### src/rtl/uwoc_rx_pkg.sv
// Shared FSM encodings and default sync-word settings for the UWOC RX deframer.
package uwoc_rx_pkg;
   localparam logic [2:0] ST_IDLE    = 3'd0;
   localparam logic [2:0] ST_SEARCH  = 3'd1;
   localparam logic [2:0] ST_VERIFY  = 3'd2;
   localparam logic [2:0] ST_LEN     = 3'd3;
   localparam logic [2:0] ST_PAYLOAD = 3'd4;
   localparam logic [2:0] ST_DONE    = 3'd5;
   localparam logic [2:0] ST_FAIL    = 3'd6;

   localparam int          SYNC_W_DEF       = 16;
   localparam logic [31:0] SYNC_PATTERN_DEF = 32'h0000_AABB;
endpackage

### src/rtl/uwoc_frame_deframer_if.sv
// Bit stream in, payload bytes out; master = bit source / byte sink, slave = deframer.
interface uwoc_frame_deframer_if;
   logic       bit_in;
   logic       bit_vld;
   logic [7:0] byte_out;
   logic       byte_vld;
   logic       frame_done;

   modport master (output bit_in, bit_vld, input byte_out, byte_vld, frame_done);
   modport slave  (input bit_in, bit_vld, output byte_out, byte_vld, frame_done);
endinterface

### src/rtl/uwoc_sync_match.sv
// Combinational sync-word compare: match when Hamming distance to pattern <= max_err.
module uwoc_sync_match #(
   parameter int SYNC_W = 16
) (
   input  logic [SYNC_W-1:0]             word,
   input  logic [SYNC_W-1:0]             pattern,
   input  logic [$clog2(SYNC_W+1)-1:0]   max_err,
   output logic                          match
);
   localparam int ERR_W = $clog2(SYNC_W+1);

   logic [SYNC_W-1:0] diff;
   logic [ERR_W-1:0]  errs;

   always_comb begin
      diff = word ^ pattern;
      errs = '0;
      for (int i = 0; i < SYNC_W; i++) begin
         errs = errs + ERR_W'(diff[i]);
      end
      match = (errs <= max_err);
   end
endmodule

### src/rtl/uwoc_frame_deframer.sv
// Frame sync (tolerant, repeated sync words) + length-driven deframer; auto re-arms after each frame.
// Optional inverted-polarity lock with UWOC_DEFRAME_POLINV_EN.
module uwoc_frame_deframer
   import uwoc_rx_pkg::*;
#(
   parameter int                SYNC_W       = SYNC_W_DEF,
   parameter logic [SYNC_W-1:0] SYNC_PATTERN = SYNC_W'(SYNC_PATTERN_DEF),
   parameter int                LEN_W        = 16,
   parameter int                REP_W        = 4
) (
   input  logic                           clk_130M,
   input  logic                           rst,
   input  logic                           rx_en,
   uwoc_frame_deframer_if.slave           bus,
   input  logic [$clog2(SYNC_W+1)-1:0]    cfg_max_err,
   input  logic [REP_W-1:0]               cfg_reps,
   input  logic [15:0]                    cfg_timeout_bits,
   output logic                           sync_ok,
   output logic                           sync_fail,
   output logic                           pol_inv,
   output logic [LEN_W-1:0]               len_out,
   output logic [2:0]                     dbg_state
);
   localparam int WC_W = $clog2(SYNC_W);
   localparam int LC_W = $clog2(LEN_W);

   logic [2:0]        state;
   // sreg keeps the previous SYNC_W-1 bits; the current bit completes the window.
   logic [SYNC_W-2:0] sreg;
   logic [SYNC_W-1:0] nsreg;
   logic [WC_W-1:0]   wcnt;
   logic [REP_W-1:0]  rep, rep_nx, reps_eff;
   logic [15:0]       tcnt, tcnt_nx;
   logic [LC_W-1:0]   lcnt;
   logic [LEN_W-1:0]  len_nx, bcnt;
   logic [2:0]        bitcnt;
   logic [6:0]        bsh;
   logic [7:0]        bsh_nx, byte_q;
   logic              byte_vld_q, frame_done_q, pol_q;
   logic              b, match_t, match_i, timeout_hit;

   assign reps_eff    = (cfg_reps == '0) ? REP_W'(1) : cfg_reps;
   assign b           = bus.bit_in ^ pol_q;
   assign nsreg       = {sreg, b};
   assign len_nx      = {len_out[LEN_W-2:0], b};
   assign bsh_nx      = {bsh, b};
   assign rep_nx      = rep + REP_W'(1);
   assign tcnt_nx     = tcnt + 16'd1;
   assign timeout_hit = (cfg_timeout_bits != 16'd0) && (tcnt_nx == cfg_timeout_bits);

   uwoc_sync_match #(.SYNC_W(SYNC_W)) u_match_t (
      .word(nsreg), .pattern(SYNC_PATTERN), .max_err(cfg_max_err), .match(match_t));

`ifdef UWOC_DEFRAME_POLINV_EN
   uwoc_sync_match #(.SYNC_W(SYNC_W)) u_match_i (
      .word(nsreg), .pattern(~SYNC_PATTERN), .max_err(cfg_max_err), .match(match_i));
`else
   assign match_i = 1'b0;
`endif

   always_ff @(posedge clk_130M) begin
      byte_vld_q   <= 1'b0;
      frame_done_q <= 1'b0;
      if (rst || !rx_en) begin
         state     <= ST_IDLE;
         sreg      <= '0;
         wcnt      <= '0;
         rep       <= '0;
         tcnt      <= '0;
         lcnt      <= '0;
         bcnt      <= '0;
         bitcnt    <= '0;
         bsh       <= '0;
         byte_q    <= '0;
         len_out   <= '0;
         sync_ok   <= 1'b0;
         sync_fail <= 1'b0;
         pol_q     <= 1'b0;
      end else begin
         case (state)
            ST_IDLE: state <= ST_SEARCH;
            ST_SEARCH: if (bus.bit_vld) begin
               sreg <= nsreg[SYNC_W-2:0];
               wcnt <= '0;
               if ((match_t || match_i) && reps_eff == REP_W'(1)) begin
                  pol_q   <= ~match_t;
                  rep     <= REP_W'(1);
                  tcnt    <= '0;
                  lcnt    <= '0;
                  sync_ok <= 1'b1;
                  state   <= ST_LEN;
               end else if (timeout_hit) begin
                  tcnt      <= '0;
                  sync_fail <= 1'b1;
                  state     <= ST_FAIL;
               end else if (match_t || match_i) begin
                  pol_q <= ~match_t;
                  rep   <= REP_W'(1);
                  tcnt  <= tcnt_nx;
                  state <= ST_VERIFY;
               end else begin
                  tcnt <= tcnt_nx;
               end
            end
            ST_VERIFY: if (bus.bit_vld) begin
               sreg <= nsreg[SYNC_W-2:0];
               wcnt <= wcnt + WC_W'(1);
               if (wcnt == WC_W'(SYNC_W-1) && match_t && rep_nx == reps_eff) begin
                  rep     <= rep_nx;
                  tcnt    <= '0;
                  lcnt    <= '0;
                  sync_ok <= 1'b1;
                  state   <= ST_LEN;
               end else if (timeout_hit) begin
                  tcnt      <= '0;
                  sync_fail <= 1'b1;
                  state     <= ST_FAIL;
               end else if (wcnt == WC_W'(SYNC_W-1)) begin
                  wcnt <= '0;
                  tcnt <= tcnt_nx;
                  if (match_t) begin
                     rep <= rep_nx;
                  end else begin
                     // Hand the raw (un-corrected) history back so the search resumes seamlessly.
                     sreg  <= nsreg[SYNC_W-2:0] ^ {(SYNC_W-1){pol_q}};
                     pol_q <= 1'b0;
                     rep   <= '0;
                     state <= ST_SEARCH;
                  end
               end else begin
                  tcnt <= tcnt_nx;
               end
            end
            ST_LEN: if (bus.bit_vld) begin
               len_out <= len_nx;
               lcnt    <= lcnt + LC_W'(1);
               bcnt    <= '0;
               bitcnt  <= '0;
               if (lcnt == LC_W'(LEN_W-1)) begin
                  if (len_nx == '0) begin
                     frame_done_q <= 1'b1;
                     sync_ok      <= 1'b0;
                     state        <= ST_DONE;
                  end else begin
                     state <= ST_PAYLOAD;
                  end
               end
            end
            ST_PAYLOAD: if (bus.bit_vld) begin
               bsh    <= bsh_nx[6:0];
               bitcnt <= bitcnt + 3'd1;
               if (bitcnt == 3'd7) begin
                  byte_q     <= bsh_nx;
                  byte_vld_q <= 1'b1;
                  bcnt       <= bcnt + LEN_W'(1);
                  if (bcnt == len_out - LEN_W'(1)) begin
                     frame_done_q <= 1'b1;
                     sync_ok      <= 1'b0;
                     state        <= ST_DONE;
                  end
               end
            end
            ST_DONE: begin
               sreg  <= '0;
               wcnt  <= '0;
               rep   <= '0;
               tcnt  <= '0;
               pol_q <= 1'b0;
               state <= ST_SEARCH;
            end
            ST_FAIL: state <= ST_FAIL;
            default: state <= ST_IDLE;
         endcase
      end
   end

   assign bus.byte_out   = byte_q;
   assign bus.byte_vld   = byte_vld_q;
   assign bus.frame_done = frame_done_q;
   assign pol_inv        = pol_q;
   assign dbg_state      = state;
endmodule
### src/flat_wrapper.sv
// flat-port wrapper written by rule: the top's interface ports become plain ports
module uwoc_frame_deframer_flat import uwoc_rx_pkg::*;
#(
   parameter int                SYNC_W       = SYNC_W_DEF,
   parameter logic [SYNC_W-1:0] SYNC_PATTERN = SYNC_W'(SYNC_PATTERN_DEF),
   parameter int                LEN_W        = 16,
   parameter int                REP_W        = 4
)
  (clk_130M, rst, rx_en, cfg_max_err, cfg_reps, cfg_timeout_bits, sync_ok, sync_fail, pol_inv, len_out, dbg_state, bus_bit_in, bus_bit_vld, bus_byte_out, bus_byte_vld, bus_frame_done);
  uwoc_frame_deframer_if bus_i ();
  input  logic clk_130M;
  input  logic rst;
  input  logic rx_en;
  input  logic [$clog2(SYNC_W+1)-1:0] cfg_max_err;
  input  logic [REP_W-1:0] cfg_reps;
  input  logic [15:0] cfg_timeout_bits;
  output logic sync_ok;
  output logic sync_fail;
  output logic pol_inv;
  output logic [LEN_W-1:0] len_out;
  output logic [2:0] dbg_state;
  input wire logic [$bits(bus_i.bit_in)-1:0] bus_bit_in;
  input wire logic [$bits(bus_i.bit_vld)-1:0] bus_bit_vld;
  output wire logic [$bits(bus_i.byte_out)-1:0] bus_byte_out;
  output wire logic [$bits(bus_i.byte_vld)-1:0] bus_byte_vld;
  output wire logic [$bits(bus_i.frame_done)-1:0] bus_frame_done;
  assign bus_i.bit_in = bus_bit_in;
  assign bus_i.bit_vld = bus_bit_vld;
  assign bus_byte_out = bus_i.byte_out;
  assign bus_byte_vld = bus_i.byte_vld;
  assign bus_frame_done = bus_i.frame_done;
  uwoc_frame_deframer #(.SYNC_W(SYNC_W), .SYNC_PATTERN(SYNC_PATTERN), .LEN_W(LEN_W), .REP_W(REP_W)) u_core (.clk_130M(clk_130M), .rst(rst), .rx_en(rx_en), .bus(bus_i), .cfg_max_err(cfg_max_err), .cfg_reps(cfg_reps), .cfg_timeout_bits(cfg_timeout_bits), .sync_ok(sync_ok), .sync_fail(sync_fail), .pol_inv(pol_inv), .len_out(len_out), .dbg_state(dbg_state));
endmodule
### config.mk
export PLATFORM = sky130hd
export DESIGN_NAME = uwoc_frame_deframer_flat
export DESIGN_NICKNAME = d
export VERILOG_FILES = /design/src/rtl/uwoc_rx_pkg.sv /design/src/rtl/uwoc_frame_deframer_if.sv /design/src/rtl/uwoc_sync_match.sv /design/src/rtl/uwoc_frame_deframer.sv /design/src/flat_wrapper.sv
export SDC_FILE = /design/constraint.sdc
export NUM_CORES = 1
export LEC_CHECK = 0
export BUFFER_PORTS_ARGS = -buffer_cell sky130_fd_sc_hd__buf_2
export CAP_MARGIN = 20
export CORE_ASPECT_RATIO = 0.75
export CORE_MARGIN = 3
export CORE_UTILIZATION = 59
export DETAILED_ROUTE_END_ITERATION = 8
export GPL_TIMING_DRIVEN = 0
export HOLD_SLACK_MARGIN = 0.1
export PLACE_DENSITY = 0.76
export SLEW_MARGIN = 25
export SYNTH_ARGS = -nofsm -noshare
export SYNTH_HDL_FRONTEND = slang
export SYNTH_SLANG_ARGS = --single-unit
### constraint.sdc
create_clock -name clk_130M -period 7.3 [get_ports clk_130M]
set_input_delay 0.73 -clock clk_130M [delete_from_list [all_inputs] [get_ports clk_130M]]
set_output_delay 0.73 -clock clk_130M [all_outputs]
set_load 0.01 [all_outputs]
=== After elaboration in Yosys (flattened, before gate mapping) ===
Index checks and enable logic that the tools add are counted.

* Flip-flop bits (word level): 101
* Input port bits: 30

* Reduce and logical (&&, ||, !) cells: 29
* Equality and inequality tests: 35
* $add $sub $neg: 22
* Bitwise operators: 6
* $lt $le $gt $ge: 1
* Muxes and demuxes: 94

{| class="wikitable"
|+ Operator list
! cell !! count
|-
| two-way mux 16 bit || 8
|-
| two-way mux 15 bit || 6
|-
| two-way mux 4 bit || 20
|-
| adder 5 x 1 -> 5 bit || 11
|-
| two-way mux 3 bit || 16
|-
| case mux 16 bit (3 select lines) || 1
|-
| case mux 15 bit (3 select lines) || 1
|-
| case mux 4 bit (3 select lines) || 3
|-
| adder 16 x 1 -> 16 bit, second input constant || 2
|-
| == test 16 bit || 2
|-
| two-way mux 1 bit || 32
|-
| case mux 16 bit (2 select lines) || 1
|-
| case mux 3 bit (6 select lines) || 1
|-
| logical NOT 16 bit || 1
|-
| != test 2 bit, second input constant || 8
|-
| nonzero test 16 bit || 1
|-
| subtractor 16 x 1 -> 16 bit, second input constant || 1
|-
| bitwise XOR 15 bit || 1
|-
| != test 2 x 1 -> 1 bit, second input constant || 7
|-
| adder 4 x 1 -> 4 bit, second input constant || 3
|-
| == test 3 bit, second input constant || 4
|-
| AND reduction 11 bit || 1
|-
| NOT 10 bit || 1
|-
| AND reduction 10 bit || 1
|-
| other kinds (38) || 54
|}

=== Depth between registers and ports, before layout ===
Gate-level depths: netlist of the first run.

* Depth after elaboration: 24
* Mapped depth: 25
* Depth with buffers taken out: 23

=== Hierarchy ===
A second synthesis of the first run with hierarchy kept.

* Cell total of the unflattened synthesis: 824
* Area, all modules: 6473.7 µm²

{| class="wikitable"
|+ Modules (own cells, without submodules)
! module !! cells an instance !! sequential area each (µm²) !! times used !! area an instance (µm²)
|-
| uwoc_frame_deframer || 760 || 2021.9 || 1 || 5866.9
|-
| uwoc_sync_match || 64 || 0.0 || 1 || 606.8
|}

=== Worst setup path after synthesis of the first run ===
OpenSTA, ideal clock, no wires.

* Path type: input to register
* From: in bus_bit_in
* To: reg u_core.tcnt[2]
* Slack: 1.290 ns
* Arrival: 5.889 ns
* Data required time: 7.178 ns
* Stages: 25
* Library setup time: 0.122 ns
* Path buffers: 2
* Cells stage by stage: nand2b_1 -> nor2b_1 -> inv_1 -> fa_1 -> inv_1 -> fa_1 -> inv_1 -> fa_1 -> inv_1 -> fa_1 -> ha_1 -> inv_1 -> fa_1 -> inv_1 -> ha_1 -> nor2b_1 -> o211ai_1 -> a21o_1 -> clkbuf_1 -> nand2b_1 -> a21oi_1 -> nor2_2 -> buf_4 -> a21oi_1 -> o22ai_1

* Cells in the longest elaborated chain, start to end: 23

{| class="wikitable"
|+ RTL lines
! what !! line !! source
|-
| start: declaration || flat_wrapper.sv:22 || <nowiki>input wire logic [$bits(bus_i.bit_in)-1:0] bus_bit_in;</nowiki>
|-
| bitwise XOR 1 bit (*) || uwoc_frame_deframer.sv:43 || <nowiki>assign b = bus.bit_in ^ pol_q;</nowiki>
|-
| net u_core.b || uwoc_frame_deframer.sv:40 || <nowiki>logic b, match_t, match_i, timeout_hit;</nowiki>
|-
| NOT 10 bit (no source line) (*) || - ||
|-
| adder 1 x 1 -> 2 bit (*) || uwoc_sync_match.sv:19 || <nowiki>errs = errs + ERR_W'(diff[i]);</nowiki>
|-
| adder 2 x 1 -> 3 bit (*) || uwoc_sync_match.sv:19 ||
|-
| adder 3 x 1 -> 4 bit (*) || uwoc_sync_match.sv:19 ||
|-
| adder 4 x 1 -> 5 bit (*) || uwoc_sync_match.sv:19 ||
|-
| adder 5 x 1 -> 5 bit (*) (11 in a row) || uwoc_sync_match.sv:19 ||
|-
| less-or-equal comparator 5 bit (*) || uwoc_sync_match.sv:21 || <nowiki>match = (errs <= max_err);</nowiki>
|-
| logical AND 1 bit (2 in a row) || uwoc_frame_deframer.sv:108 || <nowiki>if (wcnt == WC_W'(SYNC_W-1) && match_t && rep_nx == reps_eff) begin</nowiki>
|-
| two-way mux 16 bit || uwoc_frame_deframer.sv:108 ||
|-
| two-way mux 16 bit || uwoc_frame_deframer.sv:105 || <nowiki>ST_VERIFY: if (bus.bit_vld) begin</nowiki>
|-
| case mux 16 bit (3 select lines) (*) || uwoc_frame_deframer.sv:80 || <nowiki>case (state)</nowiki>
|-
| end signal: assignment || uwoc_frame_deframer.sv:99 || <nowiki>tcnt <= tcnt_nx;</nowiki>
|-
| end signal: assignment || uwoc_frame_deframer.sv:102 || <nowiki>tcnt <= tcnt_nx;</nowiki>
|-
| end signal: assignment || uwoc_frame_deframer.sv:120 || <nowiki>tcnt <= tcnt_nx;</nowiki>
|-
| end: declaration || uwoc_frame_deframer.sv:33 || <nowiki>logic [15:0] tcnt, tcnt_nx;</nowiki>
|}

The timed path passes the listed nets; every way through them passes the cells marked *. The select of a mux whose other input is x is not followed.
A chain may end at the register's enable or synchronous reset.

=== Worst setup path in the final report of the first run ===
* From: in bus_bit_in
* To: reg u_core.tcnt[7]

Same word-level chain as after synthesis.

==> results.md, run 1 <==
* Most used cell along the critical path: inv_1
* Crit Path Max Fanout at 10
* Initial Util at 0.613
* GR Util All Layers at 0.301
* IO Pins at 62
* Post-synthesis cell area at 0.00638 mm2
* Fillers at 908
* Max incr delay on CP at 0.56 ns
* Critical path data required time at 7.52 ns
* Post-route clock period utilization at 0.933
* Worst Hold Class: register to register
* Arrival @ worst endpoint at 7.03 ns
* HPWL after DPL at 13.7 mm
* Drt initial violations at 695
* Initial antenna violation count at 0
* Largest net degree at the start of global routing at 21
* Hold WS at 0.462 ns
* DRC Markers at 0
* Post-synthesis sequential area ratio at 0.317
* Layout Skew at 0.0137 ns
* Antenna Cells at 0
* Root buffer cell: clkbuf_16
* DIE HEIGHT at 96.1 um
* Row cnt at 32
* Worst vdd ir at 0.000118 V
* Layout area overhead at 12.2%
* Fraction of registers with async set/reset at 0
* Post-DR wirelength/cell at 17.8 um
* Power density cells at 163 mW/mm2
* Status: complete, no violations
* Post-Syn Area per Cell at 7.90 um2
* Post-synth EDFFs at 0
* Synth Warn # at 0
* Crit. End Element: register
* Library cells used by synthesis at 74
* Cell taking the most area after synthesis: dfxtp_1
* Worst path slowest cell: fa_1
* Total wire length at 18.2 mm
* Syn Nets at 866
* Final GP Congestion at 0.945
* Commonest cells after routing, fill and taps aside: nand2_1, dfxtp_1, buf_2
* Die extent in x at 126 um
* Initial DRT Pass Iterations at 6
* Largest cells by area after synthesis: dfxtp_1, nand2_1, a21oi_1
* Area of the multi-input gates at 0.00399 mm2
* Most common cell after layout, fill and taps aside: nand2_1
* Vias/cell at 6.21
* CP startpoint kind: input pin
* Ys flop type: dfxtp_1
* Slew HR at 0.439
* Worst Max-Slew Pin Slew at 0.839 ns
* Fin. max-slew vios at 0
* Htree depth at 3
* Core area at 0.0104 mm2
* Leak pwr at 2.68 nW
* CTS tree: done
* Post_cts resized at 0
* Setup Total Neg Slack at 0 ns
* Fin. Hold Viols at 0
* Fmax at 147 MHz
* Register bit total from synthesis at 101
* Minimum clock period at 6.81 ns
* Final ANT Viol Nets at 0
* Number of max-cap violations at 0
* Die ar. at 0.0121 mm2
* CTS buffer count at 9
* Worst-path clk slew at 0.08 ns
* Finish-stage setup viols at 0
* Gr ovfl total at 0
* Nets at 938
* CTS Hold Bufs at 0
* Clock latency at the later pin of the worst-skew pair at 0.36 ns
* Post-synth top area share at 0.317
* Setup Crit Path Kind: input pin to register
* Setup Fix Bufs, Post-CTS at 0
* Register area at 0.00202 mm2
* First-pass GRT wire length at 29.4 mm
* Clock Sinks at 101
* RSZ-0062 raised after global routing: no
* Vias at 6341
* Number of global-route vias before repair at 5906
* Input/output buffers at 61
* Clk buf depth at 2
* Layout cell share with drive strength beyond 1 at 0.125
* Syn Inst Count at 808
## flip-flops by register name (all words and copies together) (netlist names), 7 cells and up
name	count
u_core.bcnt	16
u_core.bsh	7
u_core.bus.byte_out	8
u_core.len_out	16
u_core.sreg	15
u_core.tcnt	16
## worst max-delay path: cells and delay by family
family | cells | cell delay, ns
buffers and inverters | 9 | 1.16
AOI/OAI and AO/OA | 5 | 1.16
adders and majority gates | 7 | 3.04
and+or+nand+nor | 5 | 0.94
## cell families after synthesis
| kind of cell | synth area share |
|---|---|
| adders and majority gates | 0.0667 |
| xor gates and xnor gates | 0.0765 |
| DFF | 0.317 |
| AOI/OAI and AO/OA | 0.210 |
| and+or+nand+nor | 0.268 |
| buffers and inverters | 0.0579 |
| muxes | 0.00471 |
## metal layers
| layer | part of all wire | up-vias | track usage |
|---|---|---|---|
| met2 | 0.43 | 294 | 0.462 |
| li1 | - | 3031 | - |
| met3 | 0.090 | 33 | 0.0588 |
| met1 | 0.46 | 2983 | 0.434 |
| met4 | 0.018 | 0 | 0.0830 |
| met5 | 0 | - | 0 |
## Yosys cell counts, drive strengths merged, types with 2 or more instances
cell type,count
a2bb2oi,8
nand4,18
nor2b,11
and2,5
o21a,3
a22oi,3
clkbuf,39
nor3,17
a211oi,10
a22o,8
nand2,115
a31oi,18
xnor2,24
a21oi,66
nor4b,3
and4,4
nor4,10
o41ai,2
buf,15
or3,12
xor2,29
o22ai,13
nor3b,4
o32ai,2
nand3,40
and3,9
o311a,2
a21o,5
o211ai,7
fa,10
dfxtp,101
a311oi,2
nor2,61
ha,18
o31ai,5
or4,5
o2111ai,3
a221oi,2
nand4b,4
mux2i,3
o21ai,33
a2111oi,3
nand2b,12
inv,32
## layout make-up
type,count,share of cell area
clock buffer,9,0.0315
sequential,101,0.283
clock inverter,7,0.0107
buffer,54,0.0343
timing repair buffer,61,0.0427
tap,136,0.0238
multi-input combinational,620,0.557
inverter,33,0.0173
## path summary, 6_finish.rpt
check / cells after the start / start / end / slack, ns
setup / recovery: 26 / bus_bit_in / u_core.tcnt[7]$_SDFFE_PP0P_ / 0.49
hold / removal: 2 / u_core.bus.byte_out[1]$_SDFFE_PP0P_ / u_core.bus.byte_out[1]$_SDFFE_PP0P_ / 0.46
setup reg to reg: 25 / u_core.pol_inv$_SDFFE_PP0P_ / u_core.tcnt[7]$_SDFFE_PP0P_ / 0.52
hold reg to reg: 2 / u_core.bus.byte_out[1]$_SDFFE_PP0P_ / u_core.bus.byte_out[1]$_SDFFE_PP0P_ / 0.46
## where the power goes
part	internal, W	switching (W)	leakage (nW)	total, W
combinational	0.0000465	0.0000873	1.72	0.000134
sequential	0.000552	0.00000220	0.813	0.000554
clock	0.000242	0.000240	0.147	0.000482
total	0.000841	0.000329	2.68	0.00117
## per-stage QoR
stage | worst slack, ns | utilization | instance area, um2 | std cells | total power, W
2_1_floorplan | 1.29 | - | 6380 | 808 | 0.000654
3_3_place_gp | 0.328 | 0.659 | 6860 | 1005 | 0.000691
3_5_place_dp | 0.191 | 0.659 | 6860 | 1005 | 0.000697
4_1_cts | 0.554 | 0.688 | 7160 | 1021 | 0.00117
5_1_grt | 0.128 | 0.688 | 7160 | 1021 | 0.00121
6_report | 0.492 | 0.688 | 7160 | 1021 | 0.00117
Note: power is estimated with default switching activity, not from simulation.
==> run 2: changes to the inputs <==
- PLACE_DENSITY: 0.76 -> 0.92
==> results.md, run 2 (same netlist as run 1, synthesis figures left out) <==
* Status: complete, no violations
* Gr ovfl total at 0
* DP Worst Slack at 0.224 ns
* Pint at 0.000836 W
* First-pass GRT wire length at 27.2 mm
* Sequential power share at 0.491
* Number of global-route vias before repair at 5548
* Fillers at 857
* Sw Share at 0.259
* Initial DRT Pass Iterations at 6
* CP startpoint kind: input pin
* Slew HR at 0.383
* Antenna Cells at 0
* Vias/cell at 6.22
* CTS buffer count at 9
* Htree depth at 3
* GR Util All Layers at 0.275
* Fin. max-slew vios at 0
* Final ANT Viol Nets at 0
* Clock Sinks at 101
* Setup Crit Path Kind: input pin to register
* Drt initial violations at 685
* Root buffer cell: clkbuf_16
* CTS tree: done
* Post-DR wirelength/cell at 16.7 um
* Worst path slowest cell: fa_1
* Row cnt at 32
* Crit Path Max Fanout at 10
* DIE HEIGHT at 96.1 um
* CTS Hold Bufs at 0
* Post_cts resized at 0
* Worst-path clk slew at 0.07 ns
* Nets at 938
* Leak pwr at 2.66 nW
* Minimum clock period at 6.79 ns
* Worst vdd ir at 0.000147 V
* Layout Skew at 0.0108 ns
* Most used cell along the critical path: inv_1
* Core area at 0.0104 mm2
* Max incr delay on CP at 0.57 ns
* Setup Fix Bufs, Post-CTS at 0
* Number of max-cap violations at 0
* Combinational share of power at 0.114
* Crit. End Element: register
* Total wire length at 17.0 mm
* IO Pins at 62
* Clk buf depth at 2
* Arrival @ worst endpoint at 7.00 ns
* Setup Total Neg Slack at 0 ns
* Top delay family on crit path: adder cells
* Min setup slack post-route at 0.508 ns
* Initial antenna violation count at 0
* Clock latency at the later pin of the worst-skew pair at 0.35 ns
* Post-route clock period utilization at 0.930
* Worst path buffer plus inverter count at 9
* Commonest cells after routing, fill and taps aside: nand2_1, dfxtp_1, buf_2
* Power density cells at 159 mW/mm2
* Die extent in x at 126 um
* Worst Max-Slew Pin Slew at 0.923 ns
* Fmax at 147 MHz
* Switching pwr at 0.000293 W
* Die ar. at 0.0121 mm2
* DRC Markers at 0
* Worst Hold Class: register to register
* Most common cell after layout, fill and taps aside: nand2_1
* Fin. Hold Viols at 0
* Clock share of power at 0.394
* Layout cell share with drive strength beyond 1 at 0.123
* Vias at 6341
* RSZ-0062 raised after global routing: no
* Area of the multi-input gates at 0.00399 mm2
* Input/output buffers at 61
* Final GP Congestion at 0.922
* HPWL after DPL at 12.5 mm
* Initial Util at 0.613
* Largest net degree at the start of global routing at 16
* Finish-stage setup viols at 0
* Register area at 0.00202 mm2
* Layout area overhead at 11.6%
* Biggest regs: u_core.bcnt x16, u_core.len_out x16, u_core.tcnt x16
* Critical path data required time at 7.51 ns
run 2: cell types whose count changed in the layout (fill, tap and decap cells not counted):
cell / change
clkinv_2: +2
clkbuf_1: +1
clkinvlp_4: +2
inv_6: -3
clkinv_8: -2
clkbuf_8: +1
clkinv_4: -2
run 2: cell type report:
cell class,count,area share
well taps,136,0.0239
inverters,33,0.0174
multi-input cells,620,0.560
repair buffers,61,0.0429
flip-flops and latches,101,0.284
clock buffers,11,0.0341
plain buffers,54,0.0344
clock inverters,4,0.00351
run 2: stage by stage:
stage	hold slack (ns)	utilization	instance area, um2	total power, W	instances
4_1_cts	0.457	0.684	7120	0.00113	1020
6_report	0.459	0.684	7120	0.00113	1020
2_1_floorplan	0.431	-	6380	0.000654	808
3_5_place_dp	0.446	0.659	6860	0.000694	1005
5_1_grt	0.484	0.684	7120	0.00117	1020
3_3_place_gp	0.440	0.659	6860	0.000690	1005
run 2: power by group through the flow:
stage,Clock (W),Sequential (W),Combinational [W]
after floorplan,0,0.000567,0.0000868
after global placement,0,0.000567,0.000123
after detailed placement,0,0.000567,0.000127
after CTS,0.000446,0.000555,0.000127
after global routing,0.000468,0.000554,0.000144
final,0.000445,0.000555,0.000129
run 2: routing by layer:
layer  wire [um]  vias to the layer above  GRT usage
met5           0                        -          0
met3        1770                       22     0.0671
met2        7290                      323      0.411
met1        7720                     2974      0.403
li1            -                     3022          -
met4         210                        0     0.0589
run 2: worst paths after layout:
path / start / to / slack [ns] / cells after the start
max: bus_bit_in / u_core.tcnt[7]$_SDFFE_PP0P_ / 0.51 / 26
min: u_core.bus.byte_out[7]$_SDFFE_PP0P_ / u_core.bus.byte_out[7]$_SDFFE_PP0P_ / 0.46 / 2
max reg2reg: u_core.pol_inv$_SDFFE_PP0P_ / u_core.tcnt[7]$_SDFFE_PP0P_ / 0.55 / 25
min reg2reg: u_core.bus.byte_out[7]$_SDFFE_PP0P_ / u_core.bus.byte_out[7]$_SDFFE_PP0P_ / 0.46 / 2
run 2: tightest hold or removal path, stage by stage (launching register included):
cell and delay (ns):
dfxtp_1 0.31, nand2_1 0.05, a21oi_1 0.05
==> run 3: changes to the inputs <==
- ABC_AREA: default -> 1
- PLACE_DENSITY: 0.92 -> 0.91
==> results.md, run 3 <==
* Commonest cells in the synthesized netlist: nand2_1, inv_1, dfxtp_1
* Non-filler cells in the finished layout at 1219
* Biggest regs: u_core.bcnt x16, u_core.len_out x16, u_core.tcnt x16
* Layout cell share with drive strength beyond 1 at 0.104
* Clock share of power at 0.325
* Row cnt at 32
* Hold path depth at 2
* Path depth of the worst reg2reg path at 22
* Root buffer cell: clkbuf_16
* Worst vdd ir at 0.000142 V
* Fmax at 147 MHz
* Layout Skew at 0.00777 ns
* Commonest cells after routing, fill and taps aside: nand2_1, inv_1, dfxtp_1
* Post-synth top area share at 0.310
* Critical path data required time at 7.52 ns
* Largest cells by area after synthesis: dfxtp_1, nand2_1, nand3_1
* Post-Syn Area per Cell at 6.48 um2
* Antenna Cells at 0
* RSZ-0062 raised after global routing: no
* Clock Sinks at 101
* Post-Place Cells at 1203
* First-pass GRT wire length at 29.2 mm
* Register bit total from synthesis at 101
* GR Util All Layers at 0.285
* Worst-path clk slew at 0.08 ns
* Core area at 0.0105 mm2
* Die extent in x at 127 um
* Library cells used by synthesis at 47
* Drt initial violations at 884
* Syn Inst Count at 1006
* Post-synth EDFFs at 0
* Htree depth at 3
* Vias/cell at 5.69
* Initial Util at 0.619
* Vias at 6936
* Fillers at 875
* Initial DRT Pass Iterations at 6
* Input/output buffers at 61
* Largest net degree at the start of global routing at 20
* CTS tree: done
* Post-DR wirelength/cell at 14.6 um
* Syn Nets at 1064
* Cell taking the most area after synthesis: dfxtp_1
* Setup Fix Bufs, Post-CTS at 0
* Arrival @ worst endpoint at 7.03 ns
* Post_cts resized at 0
* Total wire length at 17.7 mm
* Leak pwr at 3.22 nW
* Most common cell after layout, fill and taps aside: nand2_1
* HPWL after DPL at 13.4 mm
* Die ar. at 0.0124 mm2
* IO Pins at 62
* Number of max-cap violations at 0
* Sequential power share at 0.367
* Initial antenna violation count at 0
* Fin. Hold Viols at 0
* Sw Share at 0.378
* Worst Hold Class: register to register
* Final ANT Viol Nets at 0
* Minimum clock period at 6.81 ns
* Switching pwr at 0.000598 W
* Crit. End Element: register
* Finish-stage setup viols at 0
* Setup Crit Path Kind: input pin to register
* Clk buf depth at 2
* DRC Markers at 0
* Status: complete, no violations
* Clock latency at the later pin of the worst-skew pair at 0.36 ns
* Ys flop type: dfxtp_1
* Nets at 1136
* Post-route clock period utilization at 0.932
* Setup Total Neg Slack at 0 ns
* Combinational share of power at 0.308
* Crit Path Max Fanout at 10
* Number of global-route vias before repair at 6241
* Synth Warn # at 0
* Layout area overhead at 12.2%
* Most frequent cell after synthesis: nand2_1
* DIE HEIGHT at 97.0 um
* Final GP Congestion at 0.941
* CP startpoint kind: input pin
* CTS Hold Bufs at 0
* Power density cells at 217 mW/mm2
* Post-synthesis cell area at 0.00652 mm2
* Worst Max-Slew Pin Slew at 0.796 ns
* Post-synthesis sequential area ratio at 0.310
* Pint at 0.000985 W
* Gr ovfl total at 0
* CTS buffer count at 9
* Fin. max-slew vios at 0
* Slew HR at 0.468
* Fraction of registers with async set/reset at 0
## run 3: per-stage QoR
stage	cell area (um2)	setup slack [ns]	utilization	hold slack (ns)	power (W)
after floorplan	6520	1.59	-	0.429	0.000936
after global placement	6990	0.462	0.664	0.451	0.00105
after detailed placement	6990	0.304	0.664	0.463	0.00107
after CTS	7310	0.634	0.694	0.473	0.00157
after global routing	7310	0.198	0.694	0.489	0.00166
final	7310	0.494	0.694	0.469	0.00158
## run 3: cell type report
class | count | area, um2 | share of cell area
Inverter | 138 | 518 | 0.0709
Timing Repair Buffer | 61 | 305 | 0.0418
Sequential cell | 101 | 2020 | 0.277
Buffer | 27 | 116 | 0.0159
Clock buffer | 9 | 225 | 0.0308
Tap cell | 136 | 170 | 0.0233
Clock inverter | 7 | 91.3 | 0.0125
Multi-Input combinational cell | 740 | 3860 | 0.528
## run 3: worst paths after layout
kind	start	endpoint	slack [ns]
setup / recovery	bus_bit_in	u_core.sreg[6]$_SDFFE_PP0P_	0.49
hold reg to reg	u_core.sync_fail$_SDFFE_PP0P_	u_core.sync_fail$_SDFFE_PP0P_	0.47
hold / removal	u_core.sync_fail$_SDFFE_PP0P_	u_core.sync_fail$_SDFFE_PP0P_	0.47
setup reg to reg	u_core.pol_inv$_SDFFE_PP0P_	u_core.sreg[6]$_SDFFE_PP0P_	0.62
## run 3: critical path, cell delays in order
cell and delay, ns:
buf_2 0.13, xnor2_1 0.41, inv_1 0.27, fa_1 0.58
inv_1 0.06, fa_1 0.52, inv_1 0.05, fa_1 0.54
inv_1 0.06, fa_1 0.52, ha_1 0.18, inv_1 0.06
fa_1 0.39, xnor2_1 0.16, ha_1 0.30, nand4_1 0.11
o221ai_1 0.35, nand2_1 0.25, nor3_2 0.56, buf_1 0.44
nand4_1 0.16, nand3_1 0.13, a21oi_1 0.06
## run 3: kinds of logic (layout without fill, tap and decap cells)
kind of cell / count (synthesis) / in the layout / share of synthesized area
buffers and inverters: 165 / 242 / 0.0974
adders and majority gates: 28 / 28 / 0.0653
DFF: 101 / 101 / 0.310
AOI/OAI and AO/OA: 157 / 157 / 0.131
and+or+nand+nor: 532 / 532 / 0.363
xor gates and xnor gates: 23 / 23 / 0.0332
## run 3: power by group through the flow
| stage | clock [W] | combinational, W | sequential (W) |
|---|---|---|---|
| finish | 0.000515 | 0.000488 | 0.000580 |
| global route | 0.000532 | 0.000549 | 0.000583 |
| CTS | 0.000513 | 0.000479 | 0.000580 |
| detailed placement | 0 | 0.000475 | 0.000593 |
| global placement | 0 | 0.000462 | 0.000592 |
| floorplan | 0 | 0.000344 | 0.000592 |
## run 3: per-layer routing
metal | up-vias | GRT usage | part of all wire
met5 | - | 0 | 0
li1 | 3448 | - | -
met2 | 338 | 0.423 | 0.43
met3 | 34 | 0.0728 | 0.10
met1 | 3116 | 0.421 | 0.45
met4 | 0 | 0.0544 | 0.016
